## config.mk

```make
export PLATFORM = sky130hd
export DESIGN_NAME = control_sequencer
export DESIGN_NICKNAME = d
export VERILOG_FILES = /design/src/rtl/control_sequencer.sv
export SDC_FILE = /design/constraint.sdc
export NUM_CORES = 1
export LEC_CHECK = 0
export ABC_AREA = 1
export CORE_MARGIN = 2
export CORE_UTILIZATION = 41
export DETAILED_ROUTE_END_ITERATION = 6
export PLACE_DENSITY = 0.85
export SLEW_MARGIN = 20
export SYNTH_ARGS = -nofsm -noshare
export SYNTH_HDL_FRONTEND = slang
export SYNTH_SLANG_ARGS = --single-unit
```

## constraint.sdc

```tcl
create_clock -name clock -period 1.9 [get_ports clock]
set_input_delay 0.19 -clock clock [delete_from_list [all_inputs] [get_ports clock]]
set_output_delay 0.19 -clock clock [all_outputs]
set_load 0.01 [all_outputs]
```

## src/rtl/control_sequencer.sv

```systemverilog
// Microcode sequencer for the 8-bit computer: fetch in T0-T1, opcode-specific execute in T2-T4.
// Holds the step counter, the ALU flag register and the sticky halt state.
module control_sequencer #(
   parameter int MAX_STEP = 4
) (
   input  logic       clock,
   input  logic       reset_btn,
   input  logic [3:0] opcode,
   input  logic       alu_carry,
   input  logic       alu_zero,
   output logic       CO,
   output logic       CE,
   output logic       J,
   output logic       MI,
   output logic       RI,
   output logic       RO,
   output logic       II,
   output logic       IO,
   output logic       AI,
   output logic       AO,
   output logic       BI,
   output logic       EO,
   output logic       SU,
   output logic       FI,
   output logic       OI,
   output logic       HLT,
   output logic [2:0] step,
   output logic       flag_c,
   output logic       flag_z
);

   typedef enum logic {
      RUNNING = 1'b0,
      HALTED  = 1'b1
   } run_state_t;

   typedef enum logic [3:0] {
      OP_NOP = 4'd0,
      OP_LDA = 4'd1,
      OP_ADD = 4'd2,
      OP_SUB = 4'd3,
      OP_STA = 4'd4,
      OP_LDI = 4'd5,
      OP_JMP = 4'd6,
      OP_JC  = 4'd7,
      OP_JZ  = 4'd8,
      OP_OUT = 4'd14,
      OP_HLT = 4'd15
   } opcode_t;

   localparam logic [2:0] T0 = 3'd0;
   localparam logic [2:0] T1 = 3'd1;
   localparam logic [2:0] T2 = 3'd2;
   localparam logic [2:0] T3 = 3'd3;
   localparam logic [2:0] T4 = 3'd4;

   run_state_t run_state, run_state_d;
   logic [2:0] step_q, step_d;
   logic       flag_c_q, flag_c_d;
   logic       flag_z_q, flag_z_d;
   logic       last_step;

   always_ff @(posedge clock or negedge reset_btn) begin
      if (!reset_btn) begin
         run_state <= RUNNING;
         step_q    <= T0;
         flag_c_q  <= 1'b0;
         flag_z_q  <= 1'b0;
      end else begin
         run_state <= run_state_d;
         step_q    <= step_d;
         flag_c_q  <= flag_c_d;
         flag_z_q  <= flag_z_d;
      end
   end

   // Control decode and next state; everything stays zero while the reset button is held.
   always_comb begin
      CO = 1'b0; CE = 1'b0; J  = 1'b0; MI = 1'b0;
      RI = 1'b0; RO = 1'b0; II = 1'b0; IO = 1'b0;
      AI = 1'b0; AO = 1'b0; BI = 1'b0; EO = 1'b0;
      SU = 1'b0; FI = 1'b0; OI = 1'b0; HLT = 1'b0;
      last_step   = 1'b0;
      run_state_d = run_state;
      step_d      = step_q;
      flag_c_d    = flag_c_q;
      flag_z_d    = flag_z_q;

      if (reset_btn && run_state == HALTED) begin
         HLT = 1'b1;
      end else if (reset_btn) begin
         case (step_q)
            T0: begin
               CO = 1'b1; MI = 1'b1;
            end
            T1: begin
               RO = 1'b1; II = 1'b1; CE = 1'b1;
            end
            T2: begin
               last_step = 1'b1;
               case (opcode)
                  OP_LDA, OP_ADD, OP_SUB, OP_STA: begin
                     IO = 1'b1; MI = 1'b1; last_step = 1'b0;
                  end
                  OP_LDI: begin
                     IO = 1'b1; AI = 1'b1;
                  end
                  OP_JMP: begin
                     IO = 1'b1; J = 1'b1;
                  end
                  OP_JC: begin
                     IO = flag_c_q; J = flag_c_q;
                  end
                  OP_JZ: begin
                     IO = flag_z_q; J = flag_z_q;
                  end
                  OP_OUT: begin
                     AO = 1'b1; OI = 1'b1;
                  end
                  OP_HLT: begin
                     HLT = 1'b1;
                  end
                  default: ;
               endcase
            end
            T3: begin
               last_step = 1'b1;
               case (opcode)
                  OP_LDA: begin
                     RO = 1'b1; AI = 1'b1;
                  end
                  OP_ADD, OP_SUB: begin
                     RO = 1'b1; BI = 1'b1; last_step = 1'b0;
                  end
                  OP_STA: begin
                     AO = 1'b1; RI = 1'b1;
                  end
                  default: ;
               endcase
            end
            T4: begin
               last_step = 1'b1;
               case (opcode)
                  OP_ADD: begin
                     EO = 1'b1; AI = 1'b1; FI = 1'b1;
                  end
                  OP_SUB: begin
                     EO = 1'b1; AI = 1'b1; SU = 1'b1; FI = 1'b1;
                  end
                  default: ;
               endcase
            end
            default: ;
         endcase

         // HLT keeps the counter parked on T2 so the frozen step is visible on the debug port.
         if (HLT) begin
            run_state_d = HALTED;
         end else if (last_step || step_q >= 3'(MAX_STEP)) begin
            step_d = T0;
         end else begin
            step_d = step_q + 3'd1;
         end

         if (FI) begin
            flag_c_d = alu_carry;
            flag_z_d = alu_zero;
         end
      end
   end

   assign step   = step_q;
   assign flag_c = flag_c_q;
   assign flag_z = flag_z_q;

endmodule

```

Word-level counts from Yosys, hierarchy flattened
Cells that the tools add are included.

storage, ports and cells
  flip-flop bits (word level) = 6
  input bits = 8
  word-level logic and storage cells = 97

operators by class
  add/sub/neg operators = 1
  magnitude comparators = 1
  eq/ne operators = 14
  multiplexer cells = 65
  bitwise gates (word level) = 2
  reduce and logical (&&, ||, !) cells = 10

operators with widths
  cell                                                                    number
  1-bit two-way mux                                                       57
  4-bit by 3-bit equality test with 1-bit output (second input constant)  4
  4-bit equality test (second input constant)                             3
  1-bit case mux with 3 select lines                                      4
  3-bit AND reduction                                                     3
  4-bit by 2-bit equality test with 1-bit output (second input constant)  2
  3-bit by 2-bit equality test with 1-bit output (second input constant)  2
  1-bit case mux with 2 select lines                                      3
  6-bit OR reduction                                                      1
  4-bit by 1-bit equality test with 1-bit output (second input constant)  1
  4-bit OR reduction                                                      1
  3-bit by 1-bit adder with 3-bit output (second input constant)          1
  3-bit by 1-bit equality test with 1-bit output (second input constant)  1
  3-bit equality test (second input constant)                             1
  3-bit >= comparator (second input constant)                             1
  3-bit zero test                                                         1
  3-bit two-way mux                                                       1
  3-bit OR reduction                                                      1
  1-bit inverter                                                          2
  2-bit OR reduction                                                      1
  1-bit logical AND                                                       1
  1-bit logical OR                                                        1

Logic depth before layout (Yosys ltp)
Gate-level depths: netlist of the first run.

  depth after elaboration = 8
  mapped depth = 9

Least setup slack after synthesis of the first run
OpenSTA, ideal clock, no wires.

  path kind = register -> output
  start = register step_q[0], in the netlist step[0]
  end = output J
  arrival = 1,411 ps
  required time = 1,710 ps
  slack = 299 ps
  stages on the path, launching flop included = 8
  path buffers = 0
  path through = dfrtp_1 > inv_1 > ha_1 > inv_1 > nor2_1 > nand2_1 > a31o_2 > inv_1

between the ends
  word-level cells in the longest chain between the ends = 4

RTL lines
  item                                            RTL line  text
  from (decl)                                     58        logic [2:0] step_q, step_d;
  from (signal assigned)                          71        step_q <= step_d;
  3-bit by 2-bit equality test with 1-bit output  92        case (step_q)
  1-bit two-way mux                               92
  1-bit two-way mux                               91        end else if (reset_btn) begin
  1-bit two-way mux                               89        if (reset_btn && run_state == HALTED) begin
  to (decl)                                       13        output logic J,

Every way passes these cells.

Worst setup path in the final report of the first run
  start = register step_q[0], in the netlist step[0]
  end = output EO

between the ends
  word-level cells in the longest chain between the ends = 4

RTL lines
  item                 RTL line  text
  3-bit equality test  92
  1-bit two-way mux    92
  1-bit two-way mux    91
  1-bit two-way mux    89
  to (decl)            22        output logic EO,

Every way passes these cells.

==> impl_metrics.env, run 1 <==
export IMPL_fp_dieH_um=44.0
export IMPL_track_usage=0.237
export IMPL_dp_hpwl_mm=1.65
export IMPL_crit_fanout=4
export IMPL_drt_iter0_markers=25
export IMPL_rr_endpoint="step[2]"
export IMPL_peakVddDrop_mv=0.323
export IMPL_synthCells=102
export IMPL_gr_max_usage_layer="met2"
export IMPL_routed_wl_mm=2.27
export IMPL_drive_gt1_frac=0.363
export IMPL_cp_data_arrival_time_ps=1680
export IMPL_cts_htree_levels=1
export IMPL_first_pass_iters=4
export IMPL_r2r_start="step[1]"
export IMPL_place_congestion=0.765
export IMPL_final_cell_mix="nand2_1 (26), buf_4 (25), inv_1 (11), nor2_1 (11), dlygate4sd2_1 (9)"
export IMPL_clk_pin_slew_worst_paths_ps=50
export IMPL_worstSetupEndpointType="output pin"
export IMPL_hold_viol_final=0
export IMPL_path_class="reg -> out"
export IMPL_slowest_delay_ps=390
export IMPL_grt_pass1_vias=808
export IMPL_hp_class="in -> async"
export IMPL_min_period_over_period=0.982
export IMPL_yosys_warnings=0
export IMPL_ys_types=22
export IMPL_ios=29
export IMPL_cp_slowest_cell="dfrtp_1"
export IMPL_grt_pass1_wl_mm=3.34
export IMPL_syn_area_um2=656
export IMPL_outcome="completed"
export IMPL_placed_area_um2=1110
export IMPL_root_buffer="clkbuf_4"
export IMPL_antenna_found_initial=0
export IMPL_cts_made_buffers=3
export IMPL_worstSetupStartpointType="flip-flop"
export IMPL_clk_insertion_delay_late_ps=250
export IMPL_avgSynthCellArea_um2=6.43
export IMPL_drc=0
export IMPL_reg2reg_depth=11
export IMPL_dieWidth_um=44.0
export IMPL_p_per_area_nw_per_um2=264
export IMPL_crit_chain="inv_2 -> ha_2 -> nand4_2 -> or2_4 -> clkinv_4 -> clkdlybuf4s15_1"
export IMPL_grt_max_degree=7
export IMPL_cts_buffer_depth=2
export IMPL_start_util=0.435
export IMPL_finalNonFillerCells=173
export IMPL_drv_slew=0
export IMPL_setup_viol=0
export IMPL_max_slew_margin=0.810
export IMPL_syn_nets=115
export IMPL_timing_fmax_mhz=536
export IMPL_place_inst=167
export IMPL_cts_tree="yes"
export IMPL_grt_ovfl_total=0
export IMPL_ys_seq_area_frac=0.229
export IMPL_drt_vias_per_instance=5.16
export IMPL_worst_pin_slew_ps=283
export IMPL_drtAntennaViolNets=0
export IMPL_cap_violations=0
export IMPL_final_area_um2=1160
export IMPL_cts_sinks=6
export IMPL_rows=14
export IMPL_fin_skew_ps=8.46
export IMPL_r2r_setup_slack_ps=330
export IMPL_ys_ff_latch=6
export IMPL_num_vias=893
export IMPL_use_met1=0.269
export IMPL_n_antenna_cell=0
export IMPL_wl_per_cell_um=13.1
export IMPL_grt_util_met2=0.403
export IMPL_coreArea_um2=1510
export IMPL_fin_total_pwr_uw=307
export IMPL_p_leak_uw=0.000647
export IMPL_use_met3=0.0417
export IMPL_portBuffers=28
export IMPL_tns_ps=0
export IMPL_areaGrowthSynthToFinish_pct=77.3
export IMPL_final_common_cell="nand2_1"
export IMPL_layout_nets=172
export IMPL_period_minus_slack_ps=1870
export IMPL_dieArea_um2=1940
export IMPL_required_ps=1710
[cell families after synthesis]
kind of cell             synth area share
adder cells (fa/ha/maj)            0.0954
AND/OR/NAND/NOR                     0.452
buffers and inverters               0.134
AO/OA/AOI/OAI                      0.0897
flip-flops                          0.229
[synth_stat cells, drive strengths merged]
master | number | area share
dfrtp | 6 | 0.23
a31oi | 1 | 0.0095
ha | 5 | 0.095
a31o | 1 | 0.013
buf | 2 | 0.023
nand3 | 8 | 0.061
or2 | 1 | 0.013
a211oi | 1 | 0.011
nand4 | 5 | 0.057
nor2 | 16 | 0.13
inv | 17 | 0.097
a21oi | 3 | 0.023
clkinv | 1 | 0.013
nor3 | 1 | 0.0076
nand2 | 30 | 0.18
o21ai | 3 | 0.023
o22ai | 1 | 0.0095
[layout make-up]
| cell class | instances | area, um2 |
|---|---|---|
| fill | 108 | 344 |
| sequential | 6 | 151 |
| multi-input combinational | 76 | 445 |
| clock buffer | 3 | 22.5 |
| timing repair buffer | 54 | 450 |
| tap | 16 | 20.0 |
| inverter | 18 | 72.6 |
[worst max path at each step]
| stage | from | end | slack (ps) | cells past startpoint |
|---|---|---|---|---|
| 2_1_floorplan | step[0] | J | 300 | 7 |
| 3_3_place_gp | opcode[3] | SU | -170 | 6 |
| 3_5_place_dp | opcode[3] | SU | -220 | 6 |
| 4_1_cts | opcode[1] | IO | -110 | 7 |
| 5_1_grt | step[0] | J | -30 | 8 |
| 6_report | step[0] | EO | 30 | 6 |
[timing repair]
action | CTS | global route
endpoints found under the setup margin | 16 | 10
setup buffers | 0 | 3
cloned | 0 | 0
resized for setup | 29 | 20
hold buffers | 0 | 0
pin swaps | 0 | 2
hold endpoints to repair | 0 | 0
[state kept, by name, summed over array words and instances (netlist names)]
signal / cells
flag_z: 1
flag_c: 1
step: 3
run_state: 1
[worst max-delay path, delay by kind of cell, from the launching register on]
kind / cells / cell delay (ps)
buffers and inverters: 3 / 410
flip-flops: 1 / 390
adder cells (fa/ha/maj): 1 / 220
AND/OR/NAND/NOR: 2 / 420
[routing by layer]
| layer | up-vias | part of all wire |
|---|---|---|
| met2 | 34 | 0.50 |
| met4 | 0 | 0.054 |
| met1 | 407 | 0.40 |
| met3 | 14 | 0.041 |
| met5 | - | 0 |
| li1 | 438 | - |
[power breakdown]
part,switching [uW],internal (uW)
Clock,46.8,71.5
Sequential,0,128
Combinational,30.9,29.4
Total,77.8,229
[stage by stage]
stage | hold slack [ps] | util | setup slack [ps]
floorplan | -106 | - | 299
global placement | 506 | 0.739 | -168
detailed placement | 511 | 0.739 | -218
CTS | 248 | 0.750 | -113
global route | 289 | 0.772 | -28.4
finish | 259 | 0.772 | 34.5
No activity file was read; power rests on OpenSTA's default activity.
==> run 2: changes to the inputs <==
==> constraint.sdc (replaced) <==
create_clock -name clock -period 1.72 [get_ports clock]
set_input_delay 0.172 -clock clock [delete_from_list [all_inputs] [get_ports clock]]
set_output_delay 0.172 -clock clock [all_outputs]
set_load 0.01 [all_outputs]
==> run 2 against run 1 <==
Compared with the run above:
- the flow now finishes with violations (setup timing)
- clock skew down 5.0 ps
- via count rose by 8.3%
- sequential share of layout area down 0.39 points
- first-iteration DRC count increased by 130%
- critical path depth rose by 1
- power up 9.4%
- non-clock buffer count up 2
- largest cell class is now multi-input combinational cells
==> impl_metrics.env, run 2 (synthesis gave the netlist of run 1 again) <==
export IMPL_dp_hpwl_mm=1.58
export IMPL_drive_gt1_frac=0.484
export IMPL_root_buffer="clkbuf_4"
export IMPL_antenna_found_initial=0
export IMPL_first_pass_iters=4
export IMPL_cts_htree_levels=1
export IMPL_postLayoutSetupSlackWorst_ps=-215
export IMPL_drv_slew=0
export IMPL_cts_made_buffers=3
export IMPL_hp_class="in -> async"
export IMPL_drtAntennaViolNets=0
export IMPL_layout_nets=174
export IMPL_portBuffers=28
export IMPL_cts_sinks=6
export IMPL_r2r_start="step[0]"
export IMPL_finalNonFillerCells=175
export IMPL_grt_ovfl_total=0
export IMPL_final_common_cell="buf_4"
export IMPL_hold_viol_final=0
export IMPL_path_class="reg -> out"
export IMPL_wl_per_cell_um=15.6
export IMPL_crit_end="AI"
export IMPL_rows=14
export IMPL_num_vias=967
export IMPL_p_per_area_nw_per_um2=280
export IMPL_worstSetupEndpointType="output pin"
export IMPL_ios=29
export IMPL_placed_area_um2=1140
export IMPL_final_cell_mix="buf_4 (26), nand2_1 (25), inv_1 (10), nor2_1 (10)"
export IMPL_start_util=0.435
export IMPL_period_minus_slack_ps=1940
export IMPL_final_area_um2=1200
export IMPL_routed_wl_mm=2.72
export IMPL_setup_viol=5
export IMPL_reg2reg_depth=8
export IMPL_n_antenna_cell=0
export IMPL_cts_buffer_depth=2
export IMPL_peakVddDrop_mv=0.299
export IMPL_r2r_setup_slack_ps=140
export IMPL_p_leak_uw=0.000626
export IMPL_drt_iter0_markers=58
export IMPL_fp_dieH_um=44.0
export IMPL_clk_insertion_delay_late_ps=240
export IMPL_rr_endpoint="step[2]"
export IMPL_outcome="complete, but fails checks"
export IMPL_drc=0
export IMPL_place_ws_ps=-358
export IMPL_fin_skew_ps=3.49
export IMPL_coreArea_um2=1510
export IMPL_dieArea_um2=1940
export IMPL_worst_pin_slew_ps=311
export IMPL_worstSetupStartpointType="flip-flop"
export IMPL_cp_data_arrival_time_ps=1760
export IMPL_max_slew_margin=0.793
export IMPL_clk_pin_slew_worst_paths_ps=40
export IMPL_violations="setup timing"
export IMPL_rsz0062_at_grt="yes"
export IMPL_p_seq_frac=0.422
export IMPL_timing_fmax_mhz=517
export IMPL_place_inst=170
export IMPL_p_int_uw=252
export IMPL_postCtsHoldBufs=0
export IMPL_grt_pass1_wl_mm=3.52
export IMPL_cap_violations=0
export IMPL_grt_pass1_vias=875
export IMPL_pwr_share_comb=0.205
export IMPL_required_ps=1550
export IMPL_setup_worst_path_start="step[1]"
export IMPL_clkPwrFrac=0.373
export IMPL_p_switching_uw=83.7
export IMPL_drt_vias_per_instance=5.53
export IMPL_min_period_over_period=1.13
export IMPL_nFillCells=103
export IMPL_areaGrowthSynthToFinish_pct=82.8
export IMPL_largest_reg_flops=3
export IMPL_place_congestion=0.812
export IMPL_grt_max_degree=7
export IMPL_dieWidth_um=44.0
export IMPL_crit_fanout=4
export IMPL_cts_tree="yes"
export IMPL_track_usage=0.246
export IMPL_netSwitchingFraction=0.249
==> run 2: power by group through the flow <==
| stage | clock, uW | combinational, uW | sequential, uW |
|---|---|---|---|
| finish | 125 | 68.7 | 142 |
| global route | 135 | 73.2 | 142 |
| CTS | 131 | 65.2 | 142 |
| detailed placement | 0 | 65.8 | 144 |
| global placement | 0 | 63.7 | 144 |
| floorplan | 0 | 20.6 | 144 |
==> run 2: worst max-delay path, cell delays in order, from the launching register on <==
cell and delay [ps]:
dfrtp_2 450, inv_2 110, ha_4 160, inv_1 70
o21ai_0 230, nand2_1 100, a31oi_1 220, buf_2 180
==> run 2: metrics by stage <==
step	hold WS, ps	setup TNS (ps)	power [uW]	utilization
2_1_floorplan	-124	0	164	-
3_3_place_gp	499	-3840	207	0.754
3_5_place_dp	506	-4500	209	0.754
4_1_cts	253	-310	338	0.783
5_1_grt	282	-866	349	0.796
6_report	254	-372	336	0.796
==> run 2: metal layers <==
metal  global-route usage  wire (um)
met5                    0          0
met4                0.109         93
met3               0.0458        216
met2                0.450       1430
met1                0.270        984
==> run 2: timing repair <==
action,CTS,global route
endpoints found under the setup margin,16,16
pin swaps,3,3
gates resized for setup,61,26
buffers inserted,2,0
==> run 2: final cells by class <==
cell class,instances,area (um2),share of cell area
timing repair buffer,56,437,0.364
tap,16,20.0,0.0167
inverter,18,72.6,0.0605
sequential,6,151,0.126
clock buffer,3,22.5,0.0188
multi-input combinational,76,495,0.413
==> run 2: worst min path at each step <==
stage,start,endpoint,slack [ps],depth (start not counted)
finish,reset_btn,step[2],250,2
global route,reset_btn,step[2],280,2
CTS,reset_btn,step[2],250,2
detailed placement,reset_btn,run_state,510,2
global placement,reset_btn,step[1],500,2
floorplan,reset_btn,flag_c,-120,0
==> run 3: changes to the inputs <==
--- a/config.mk
+++ b/config.mk
@@ -10,6 +10,7 @@
 export CORE_UTILIZATION = 41
 export DETAILED_ROUTE_END_ITERATION = 6
 export PLACE_DENSITY = 0.85
+export RECOVER_POWER = 50
 export SLEW_MARGIN = 20
 export SYNTH_ARGS = -nofsm -noshare
 export SYNTH_HDL_FRONTEND = slang
==> run 3 against run 2 <==
Compared with the run above:
- the run still ends with setup timing left
- routed wire length up 0.44%
- critical path depth unchanged
- maximum frequency about the same
==> impl_metrics.env, run 3 (synthesis gave the netlist of run 1 again) <==
export IMPL_required_ps=1550
export IMPL_clk_pin_slew_worst_paths_ps=40
export IMPL_track_usage=0.246
export IMPL_largest_reg_flops=3
export IMPL_cts_made_buffers=3
export IMPL_outcome="complete, but fails checks"
export IMPL_crit_fanout=4
export IMPL_portBuffers=28
export IMPL_start_util=0.435
export IMPL_netSwitchingFraction=0.251
export IMPL_cts_tree="yes"
export IMPL_p_switching_uw=83.8
export IMPL_peakVddDrop_mv=0.299
export IMPL_cts_sinks=6
export IMPL_grt_pass1_vias=875
export IMPL_grt_max_degree=7
export IMPL_rows=14
export IMPL_clkPwrFrac=0.375
export IMPL_period_minus_slack_ps=1940
export IMPL_place_congestion=0.812
export IMPL_placed_area_um2=1140
export IMPL_hold_viol_final=0
export IMPL_routed_wl_mm=2.74
export IMPL_grt_pass1_wl_mm=3.52
export IMPL_cts_htree_levels=1
export IMPL_crit_end="AI"
export IMPL_ios=29
export IMPL_first_pass_iters=4
export IMPL_cp_data_arrival_time_ps=1760
export IMPL_drt_iter0_markers=58
export IMPL_layout_nets=174
export IMPL_dieWidth_um=44.0
export IMPL_dieArea_um2=1940
export IMPL_pwr_share_comb=0.201
export IMPL_p_per_area_nw_per_um2=280
export IMPL_final_cell_mix="nand2_1 (25), buf_4 (25), inv_1 (10), nor2_1 (10)"
export IMPL_drt_vias_per_instance=5.54
export IMPL_tns_ps=-384
export IMPL_worst_pin_slew_ps=311
export IMPL_wl_per_cell_um=15.6
export IMPL_clk_insertion_delay_late_ps=240
export IMPL_min_period_over_period=1.13
export IMPL_final_area_um2=1190
export IMPL_setup_worst_path_start="step[1]"
export IMPL_drtAntennaViolNets=0
export IMPL_max_slew_margin=0.793
export IMPL_worstSetupStartpointType="flip-flop"
export IMPL_drc=0
export IMPL_fin_util=0.793
export IMPL_hold_ws_ps=386
export IMPL_p_leak_uw=0.000630
export IMPL_cts_buffer_depth=2
export IMPL_crit_chain="inv_2 -> ha_4 -> inv_1 -> o21ai_0 -> nand2_1 -> a31oi_1 -> buf_2"
export IMPL_setup_viol=5
export IMPL_slowest_delay_ps=450
export IMPL_drive_gt1_frac=0.478
export IMPL_grt_ovfl_total=0
export IMPL_num_vias=970
export IMPL_r2r_setup_slack_ps=140
export IMPL_areaGrowthSynthToFinish_pct=82.3
export IMPL_root_buffer="clkbuf_4"
export IMPL_worstSetupEndpointType="output pin"
export IMPL_hp_class="in -> async"
export IMPL_dp_hpwl_mm=1.58
export IMPL_rr_endpoint="step[2]"
export IMPL_n_antenna_cell=0
export IMPL_rsz0062_at_grt="yes"
export IMPL_reg2reg_depth=8
export IMPL_coreArea_um2=1510
export IMPL_fin_skew_ps=3.49
export IMPL_fin_total_pwr_uw=334
export IMPL_violations="setup timing"
export IMPL_drv_slew=0
export IMPL_antenna_found_initial=0
export IMPL_p_int_uw=251
export IMPL_postLayoutSetupSlackWorst_ps=-215
export IMPL_r2r_start="step[0]"
export IMPL_cp_slowest_cell="dfrtp_2"
export IMPL_timing_fmax_mhz=517
export IMPL_fp_dieH_um=44.0
export IMPL_p_seq_frac=0.424
export IMPL_path_class="reg -> out"
export IMPL_cap_violations=0
==> run 3: changes by cell type in the layout (fill, tap and decap cells not counted), sizes merged <==
cell	change
clkbuf	+1
dlygate4sd3	+3
clkdlybuf4s50	-3
buf	-1
==> run 3: power groups by stage <==
stage	sequential (uW)	clock (uW)	combinational (uW)
finish	142	125	67.4
global placement	144	0	63.7
floorplan	144	0	20.6
global route	142	135	71.7
detailed placement	144	0	65.8
CTS	142	131	65.2
==> run 3: worst min-delay path by stage <==
stage | end | slack (ps) | depth (start not counted)
floorplan | flag_c | -120 | 0
global placement | step[1] | 500 | 2
detailed placement | run_state | 510 | 2
CTS | step[2] | 250 | 2
global route | step[2] | 420 | 2
finish | step[2] | 390 | 2
==> run 3: per-layer routing <==
metal | vias to the layer above | GRT usage | part of all wire
met5 | - | 0 | 0
met4 | 0 | 0.109 | 0.034
met3 | 15 | 0.0458 | 0.080
met1 | 456 | 0.270 | 0.36
li1 | 440 | - | -
met2 | 59 | 0.450 | 0.52
==> run 3: through the flow <==
step                      instances  worst slack, ps
after floorplan                 102              137
after global placement          170             -312
after detailed placement        170             -358
after CTS                       175            -86.1
after global routing            175             -200
final                           175             -215
==> run 3: what timing repair did <==
item                                    in CTS  in global routing
pin swaps                                    3                  3
setup buffers                                2                  0
hold buffers                                 0                  0
endpoints found under the hold margin        0                  0
endpoints found under the setup margin      16                 16
gates resized for setup                     61                 26
==> run 3: final cells by class <==
type                    instances  area [um2]
fillers                       103         312
inverters                      18        72.6
well taps                      16        20.0
flip-flops and latches          6         151
repair buffers                 56         433
multi-input cells              76         495
clock buffers                   3        22.5
==> run 3: critical path: cells and delay by family (launching register included) <==
kind,cells,cell delay (ps)
flops,1,450
simple gates,1,100
fa+ha+maj,1,160
buf+inv,3,360
compound gates,2,450
